==> config.mk <==
export PLATFORM = sky130hd
export DESIGN_NAME = i2s_tx_fifo_flat
export DESIGN_NICKNAME = d
export VERILOG_FILES = /design/src/rtl/i2s_tx_fifo_pkg.sv /design/src/rtl/i2s_tx_fifo_if.sv /design/src/rtl/i2s_tx_fifo_frame_fifo.sv /design/src/rtl/i2s_tx_fifo.sv /design/src/flat_wrapper.sv
export SDC_FILE = /design/constraint.sdc
export NUM_CORES = 1
export LEC_CHECK = 0
export BUFFER_PORTS_ARGS = -buffer_cell sky130_fd_sc_hd__buf_2
export CORE_MARGIN = 2
export CORE_UTILIZATION = 30
export CTS_CLUSTER_DIAMETER = 30
export CTS_CLUSTER_SIZE = 10
export DETAILED_ROUTE_END_ITERATION = 16
export SYNTH_ARGS = -nofsm -noshare
export SYNTH_HDL_FRONTEND = slang
export SYNTH_SLANG_ARGS = --single-unit
==> constraint.sdc <==
create_clock -name clk_n -period 3.39 [get_ports clk_n]
set_input_delay 0.8475 -clock clk_n [delete_from_list [all_inputs] [get_ports clk_n]]
set_output_delay 0.8475 -clock clk_n [all_outputs]
set_load 0.01 [all_outputs]
==> src/rtl/i2s_tx_fifo_pkg.sv <==
// ---------------------------------------------------------------------------
// i2s_pkg
// Shared definitions for the I2S transmit path with frame FIFO.
//   i2s_state_t : serializer state (IDLE / SHIFT / PAD), also exported on the
//                 top-level debug port o_state.
// ---------------------------------------------------------------------------
package i2s_pkg;

   typedef enum logic [1:0] {
      ST_IDLE  = 2'd0,   // waiting for the first left-slot start, dacdat = 0
      ST_SHIFT = 2'd1,   // driving shift-register MSB, shifting left
      ST_PAD   = 2'd2    // sample exhausted, dacdat = 0 until next LRC edge
   } i2s_state_t;

endpackage

==> src/rtl/i2s_tx_fifo_if.sv <==
// ---------------------------------------------------------------------------
// i2s_tx_fifo_if
// Stereo-frame input handshake for i2s_tx_fifo.
//   in_left / in_right : two's complement samples of one frame
//   in_valid           : source offers a frame
//   in_ready           : sink can accept (FIFO not full)
// Handshake: a frame transfers on a clock edge where in_valid and in_ready
// are both 1; the source holds data stable while in_valid is 1 and ready is 0.
//   master : frame source      slave : i2s_tx_fifo
// ---------------------------------------------------------------------------
interface i2s_tx_fifo_if #(
   parameter int DATA_WIDTH = 16
);
   logic [DATA_WIDTH-1:0] in_left;
   logic [DATA_WIDTH-1:0] in_right;
   logic                  in_valid;
   logic                  in_ready;

   modport master (output in_left, output in_right, output in_valid, input in_ready);
   modport slave  (input in_left, input in_right, input in_valid, output in_ready);
endinterface

==> src/rtl/i2s_tx_fifo_frame_fifo.sv <==
// ---------------------------------------------------------------------------
// frame_fifo
// Synchronous FIFO of stereo frames, first-word fall-through read port.
// All flops update on the falling edge of clk_n.
//   clk_n, rst : bit clock, asynchronous active-low reset
//   i_push     : write i_wdata (ignored when full)
//   i_pop      : advance read pointer (ignored when empty)
//   o_rdata    : frame at the head of the queue
//   o_full, o_empty, o_level : occupancy
// ---------------------------------------------------------------------------
module frame_fifo #(
   parameter int WIDTH = 32,
   parameter int DEPTH = 4
) (
   input  logic                     clk_n,
   input  logic                     rst,
   input  logic                     i_push,
   input  logic [WIDTH-1:0]         i_wdata,
   input  logic                     i_pop,
   output logic [WIDTH-1:0]         o_rdata,
   output logic                     o_full,
   output logic                     o_empty,
   output logic [$clog2(DEPTH):0]   o_level
);
   localparam int AW = $clog2(DEPTH);

   logic [WIDTH-1:0] r_mem [DEPTH];
   logic [AW-1:0]    r_wr_ptr;
   logic [AW-1:0]    r_rd_ptr;
   logic [AW:0]      r_level;
   logic             w_push;
   logic             w_pop;

   assign w_push  = i_push && !o_full;
   assign w_pop   = i_pop && !o_empty;
   assign o_full  = (r_level == (AW+1)'(DEPTH));
   assign o_empty = (r_level == '0);
   assign o_level = r_level;
   assign o_rdata = r_mem[r_rd_ptr];

   // Pointers wrap naturally because DEPTH is a power of two.
   always_ff @(negedge clk_n or negedge rst) begin
      if (!rst) begin
         r_wr_ptr <= '0;
         r_rd_ptr <= '0;
         r_level  <= '0;
      end else begin
         if (w_push) r_wr_ptr <= r_wr_ptr + 1'b1;
         if (w_pop)  r_rd_ptr <= r_rd_ptr + 1'b1;
         case ({w_push, w_pop})
            2'b10:   r_level <= r_level + 1'b1;
            2'b01:   r_level <= r_level - 1'b1;
            default: r_level <= r_level;
         endcase
      end
   end

   // Storage needs no reset: emptiness is tracked by r_level alone.
   always_ff @(negedge clk_n) begin
      if (w_push) r_mem[r_wr_ptr] <= i_wdata;
   end

endmodule

==> src/rtl/i2s_tx_fifo.sv <==
// ---------------------------------------------------------------------------
// i2s_tx_fifo
// I2S DAC transmitter fed by a stereo-frame FIFO. Flops run on the falling
// edge of BCLK (clk_n). A falling daclrc edge starts the left slot and pops a
// frame; the following rising edge plays the right sample of the same frame.
//   clk_n        : bit clock (BCLK)
//   rst          : asynchronous active-low reset
//   daclrc       : word clock from codec, 0 = left, 1 = right
//   dacdat       : serial data, MSB first
//   s_in         : frame input handshake (in_left/in_right/in_valid/in_ready)
//   mute         : zero the frame popped at a left start
//   underrun     : sticky, set when a left start finds the FIFO empty
//   underrun_clr : clears underrun (a coincident set wins)
//   fifo_level   : frames stored
//   o_state      : serializer state, for observation
// ---------------------------------------------------------------------------
module i2s_tx_fifo
   import i2s_pkg::*;
#(
   parameter int DATA_WIDTH = 16,
   parameter int FIFO_DEPTH = 4,
   parameter int HOLD_LAST  = 0
) (
   input  logic                          clk_n,
   input  logic                          rst,
   input  logic                          daclrc,
   output logic                          dacdat,
   i2s_tx_fifo_if.slave                  s_in,
   input  logic                          mute,
   output logic                          underrun,
   input  logic                          underrun_clr,
   output logic [$clog2(FIFO_DEPTH):0]   fifo_level,
   output i2s_state_t                    o_state
);
   localparam int FW = 2 * DATA_WIDTH;
   localparam int CW = $clog2(DATA_WIDTH);

   i2s_state_t            r_state;
   logic                  r_lrc_q;
   logic [DATA_WIDTH-1:0] r_sr;
   logic [CW-1:0]         r_cnt;
   logic [DATA_WIDTH-1:0] r_right;
   logic [FW-1:0]         r_hold;
   logic                  r_underrun;

   logic                  w_edge;
   logic                  w_left_start;
   logic                  w_right_start;
   logic                  w_load;
   logic                  w_push;
   logic                  w_full;
   logic                  w_empty;
   logic [FW-1:0]         w_head;
   logic [FW-1:0]         w_sel;
   logic [FW-1:0]         w_new_frame;
   logic [DATA_WIDTH-1:0] w_load_word;

   assign w_edge        = daclrc ^ r_lrc_q;
   assign w_left_start  = w_edge & ~daclrc;
   // A rising edge only starts a right slot once a left slot has been seen.
   assign w_right_start = w_edge & daclrc & (r_state != ST_IDLE);
   assign w_load        = w_left_start | w_right_start;

   assign s_in.in_ready = rst & ~w_full;
   assign w_push        = s_in.in_valid & s_in.in_ready;

   frame_fifo #(
      .WIDTH (FW),
      .DEPTH (FIFO_DEPTH)
   ) u_frame_fifo (
      .clk_n   (clk_n),
      .rst     (rst),
      .i_push  (w_push),
      .i_wdata ({s_in.in_left, s_in.in_right}),
      .i_pop   (w_left_start),
      .o_rdata (w_head),
      .o_full  (w_full),
      .o_empty (w_empty),
      .o_level (fifo_level)
   );

   // Underrun fill: zeros, or the last frame actually taken from the FIFO.
   assign w_sel       = !w_empty ? w_head : ((HOLD_LAST != 0) ? r_hold : '0);
   assign w_new_frame = mute ? '0 : w_sel;
   assign w_load_word = w_left_start ? w_new_frame[FW-1:DATA_WIDTH] : r_right;

   // The MSB is driven combinationally in the edge-detect cycle so the first
   // bit of a slot appears without an extra register stage.
   always_comb begin
      dacdat = 1'b0;
      if (w_load)                    dacdat = w_load_word[DATA_WIDTH-1];
      else if (r_state == ST_SHIFT)  dacdat = r_sr[DATA_WIDTH-1];
   end

   // Serializer FSM. r_cnt is the index of the bit driven in the current
   // SHIFT cycle; bit 0 went out in the load cycle.
   always_ff @(negedge clk_n or negedge rst) begin
      if (!rst) begin
         r_state <= ST_IDLE;
         r_lrc_q <= 1'b0;
         r_sr    <= '0;
         r_cnt   <= '0;
         r_right <= '0;
         r_hold  <= '0;
      end else begin
         r_lrc_q <= daclrc;
         if (w_left_start) begin
            r_right <= w_new_frame[DATA_WIDTH-1:0];
            if (!w_empty) r_hold <= w_head;
         end
         if (w_load) begin
            // Any slot start overrides the current sample (truncation).
            r_state <= ST_SHIFT;
            r_sr    <= {w_load_word[DATA_WIDTH-2:0], 1'b0};
            r_cnt   <= CW'(1);
         end else begin
            case (r_state)
               ST_SHIFT: begin
                  r_sr <= {r_sr[DATA_WIDTH-2:0], 1'b0};
                  if (r_cnt == CW'(DATA_WIDTH-1)) r_state <= ST_PAD;
                  else                            r_cnt   <= r_cnt + 1'b1;
               end
               default: r_state <= r_state;
            endcase
         end
      end
   end

   always_ff @(negedge clk_n or negedge rst) begin
      if (!rst)                         r_underrun <= 1'b0;
      else if (w_left_start && w_empty) r_underrun <= 1'b1;
      else if (underrun_clr)            r_underrun <= 1'b0;
   end

   assign underrun = r_underrun;
   assign o_state  = r_state;

endmodule

==> src/flat_wrapper.sv <==
// flat-port wrapper written by rule: the top's interface ports become plain ports
module i2s_tx_fifo_flat import i2s_pkg::*;
#(
   parameter int DATA_WIDTH = 16,
   parameter int FIFO_DEPTH = 4,
   parameter int HOLD_LAST  = 0
)
  (clk_n, rst, daclrc, dacdat, mute, underrun, underrun_clr, fifo_level, o_state, s_in_in_left, s_in_in_right, s_in_in_valid, s_in_in_ready);
  i2s_tx_fifo_if #(.DATA_WIDTH(DATA_WIDTH)) s_in_i ();
  input  logic clk_n;
  input  logic rst;
  input  logic daclrc;
  output logic dacdat;
  input  logic mute;
  output logic underrun;
  input  logic underrun_clr;
  output logic [$clog2(FIFO_DEPTH):0] fifo_level;
  output i2s_state_t o_state;
  input wire logic [$bits(s_in_i.in_left)-1:0] s_in_in_left;
  input wire logic [$bits(s_in_i.in_right)-1:0] s_in_in_right;
  input wire logic [$bits(s_in_i.in_valid)-1:0] s_in_in_valid;
  output wire logic [$bits(s_in_i.in_ready)-1:0] s_in_in_ready;
  assign s_in_i.in_left = s_in_in_left;
  assign s_in_i.in_right = s_in_in_right;
  assign s_in_i.in_valid = s_in_in_valid;
  assign s_in_in_ready = s_in_i.in_ready;
  i2s_tx_fifo #(.DATA_WIDTH(DATA_WIDTH), .FIFO_DEPTH(FIFO_DEPTH), .HOLD_LAST(HOLD_LAST)) u_core (.clk_n(clk_n), .rst(rst), .daclrc(daclrc), .dacdat(dacdat), .s_in(s_in_i), .mute(mute), .underrun(underrun), .underrun_clr(underrun_clr), .fifo_level(fifo_level), .o_state(o_state));
endmodule
==> impl_metrics.py <==
metrics = {
    "drt": {
        "met1_length_um": 6720,
        "wirelength_um": 15800,
        "vias": 4491,
        "vias_per_cell": 4.79,
        "route.met2.wl_um": 7950,
        "wl_met3_um": 838,
        "drc": 0,
        "drtIter0Drc": 341,
        "dr.pass1.iters": 5,
        "postRouteAntennaNets": 0,
        "top_layer_used": "met5",
        "wl_per_cell_um": 16.8,
    },
    "floorplanning": {
        "die-area_um2": 24600,
        "start_util_pct": 30.8,
        "rows": 55,
        "fp.dieW_um": 157,
        "core-area_um2": 22800,
        "die_h_um": 157,
        "ioPinCount": 46,
    },
    "grt": {
        "grt_pass1_wl_um": 25000,
        "antenna_found_initial": 1,
        "grt_max_degree": 48,
        "grt_pass1_vias": 4844,
        "grt-ovfl-total": 0,
        "track_usage_pct": 13.8,
    },
    "yosys": {
        "syn_area_per_cell_um2": 17.6,
        "synth-seq-area-share_pct": 71.2,
        "synth_top_cells_by_count": "128 x edfxtp_1, 46 x dfrtn_1, 32 x mux4_2",
        "synth.distinct_cells": 41,
        "synthesis.area_um2": 7010,
        "async_flop_share_pct": 26.4,
        "synth_nets": 443,
        "synth-seq-cells": 174,
        "yosysTopAreaCell": "edfxtp_1",
        "yosysWarnings": 0,
        "netlist_instances": 398,
        "synthDominantCellAreaShare_pct": 54.8,
        "synthTopCellsByArea": "edfxtp_1 55%, dfrtn_1 16%, mux4_2 10%, nand4_1 2.7%, a221oi_1 2.0%",
        "synth_most_common_cell": "edfxtp_1",
        "synth_edf_count": 128,
        "synth_flop_cell": "edfxtp_1",
    },
    "min_path": {
        "hold_path_class": "reg2reg",
    },
    "setup_path": {
        "crit_path_start_kind": "flip-flop",
        "critPathCaptureType": "output pin",
        "cp.required_ps": 2540,
        "worstSetupPathType": "reg2out",
        "cp_max_fo": 2,
        "arrival_ps": 3420,
    },
    "clock_network": {
        "cts_max_level": 4,
        "root_buffer": "clkbuf_16",
        "cts_buffer_depth": 2,
        "clock_latency_ps": 460,
        "cts_tree": "done",
        "clkSlewWorstSetupHoldPaths_ps": 50,
        "cts.sinks": 174,
        "numCtsBuffers": 17,
    },
    "pwr": {
        "pwr_density_cell_nw_per_um2": 745,
        "max-vdd-ir-drop_mv": 0.517,
        "leakage_nw": 3.78,
    },
    "sta": {
        "hold_viol_final": 0,
        "setup_viol": 9,
        "rsz0062_at_grt": "yes",
        "postLayoutSetupSlackWorst_ps": -876,
        "slew_viol_final": 0,
        "maxSlewHeadroom_pct": 48.1,
        "worst_pin_slew_ps": 778,
        "fin_skew_ps": 60.0,
    },
    "place": {
        "gp_congestion": 0.805,
        "numPortBuffers": 45,
        "place_ws_ps": -571,
        "dp_hpwl_um": 10000,
        "postPlaceCellArea_um2": 8060,
    },
    "cells_and_area": {
        "stdcell_area_um2": 9280,
        "syn2layout_area_growth_pct": 32.3,
        "fin_nets": 657,
        "drive_above_1_share_pct": 31.0,
        "num_antenna_cells": 0,
    },
    "run_status": {
        "violations": "setup timing",
        "status": "finished with violations",
    },
    "flow_run": {
        "max_cap_violations": 0,
    },
}
flip-flops by register name, indices dropped and copies added, names as in the netlist:
signal and flops:
u_core.r_lrc_q 1, u_core.r_sr 15, u_core.r_right 16, u_core.u_frame_fifo.r_rd_ptr 2
u_core.o_state 2, u_core.underrun 1, u_core.u_frame_fifo.r_wr_ptr 2, u_core.u_frame_fifo.r_mem 128
u_core.u_frame_fifo.o_level 3, u_core.r_cnt 4
critical path, stage by stage (launching register included):
cell     delay (ps)
dfrtn_1         430
mux4_2          510
nand4_1         110
a31oi_2         110
buf_2           160
per-stage QoR:
| step | setup TNS, ps | util, % | instances | total power, mW | hold WS, ps |
|---|---|---|---|---|---|
| global placement | -42950 | 35.4 | 769 | 4.58 | 455 |
| finish | -2760 | 40.7 | 938 | 6.91 | 458 |
| floorplan | -8270 | - | 398 | 4.09 | 433 |
| CTS | -2860 | 40.6 | 937 | 7.04 | 458 |
| global route | -3200 | 40.7 | 938 | 7.39 | 476 |
| detailed placement | -45670 | 35.4 | 769 | 4.64 | 458 |
repair_timing:
item                       in CTS  in global routing
pin swaps                       9                  2
gates resized for setup        18                  5
buffers inserted               11                  3
cloned                          0                  0
setup endpoints to repair      10                 12
hold buffers                    0                  0
report_power, final:
group          leakage (nW)  switching [mW]  internal (mW)
sequential             1.73           0.152           2.66
combinational          1.09           0.813          0.859
clock                 0.961            1.25           1.18
placed cells by master, fill, tap and decap left out, types with 4 or more instances in the layout:
cell type	n
inv_1	132
edfxtp_1	128
dfrtn_1	46
buf_2	38
buf_4	38
mux4_2	32
nand4_1	30
clkbuf_16	17
a22o_1	16
nor3_1	15
buf_6	15
o311ai_1	14
a221oi_2	11
buf_12	10
a221oi_1	5
xnor2_1	5
nand3_1	5
a21oi_1	5
ha_1	5
and2_4	4
inv_6	4
inv_8	4
worst paths after layout:
check,from,endpoint,slack [ps],cells past startpoint
max,u_core.u_frame_fifo.r_rd_ptr[0],dacdat,-880,4
min reg2reg,u_core.r_right[15],u_core.r_right[15],460,1
min,u_core.r_right[15],u_core.r_right[15],460,1
max in group asynchronous,rst,u_core.r_right[6],830,2
max reg2reg,u_core.u_frame_fifo.o_level[0],u_core.u_frame_fifo.o_level[1],1120,9
min in group asynchronous,rst,u_core.r_right[15],2100,2
routing by layer:
layer | global-route usage [%] | vias up
met5 | 0 | -
met4 | 6.42 | 2
met3 | 5.48 | 21
met2 | 22.0 | 101
met1 | 16.3 | 2282
li1 | - | 2085
area by class of cell:
type	instances	area (um2)
well taps	313	392
inverters	6	22.5
flip-flops and latches	174	4990
clock buffers	17	425
clock inverters	143	624
multi-input cells	184	1980
repair buffers	101	845
fillers	2139	13500
cells by family after synthesis:
kind of cell / synth area share, %
xor gates and xnor gates: 0.749
DFF: 71.2
AOI/OAI and AO/OA: 7.08
muxes: 10.6
adders and majority gates: 1.36
buffers and inverters: 2.78
and+or+nand+nor: 6.23
Note: power is estimated with default switching activity, not from simulation.
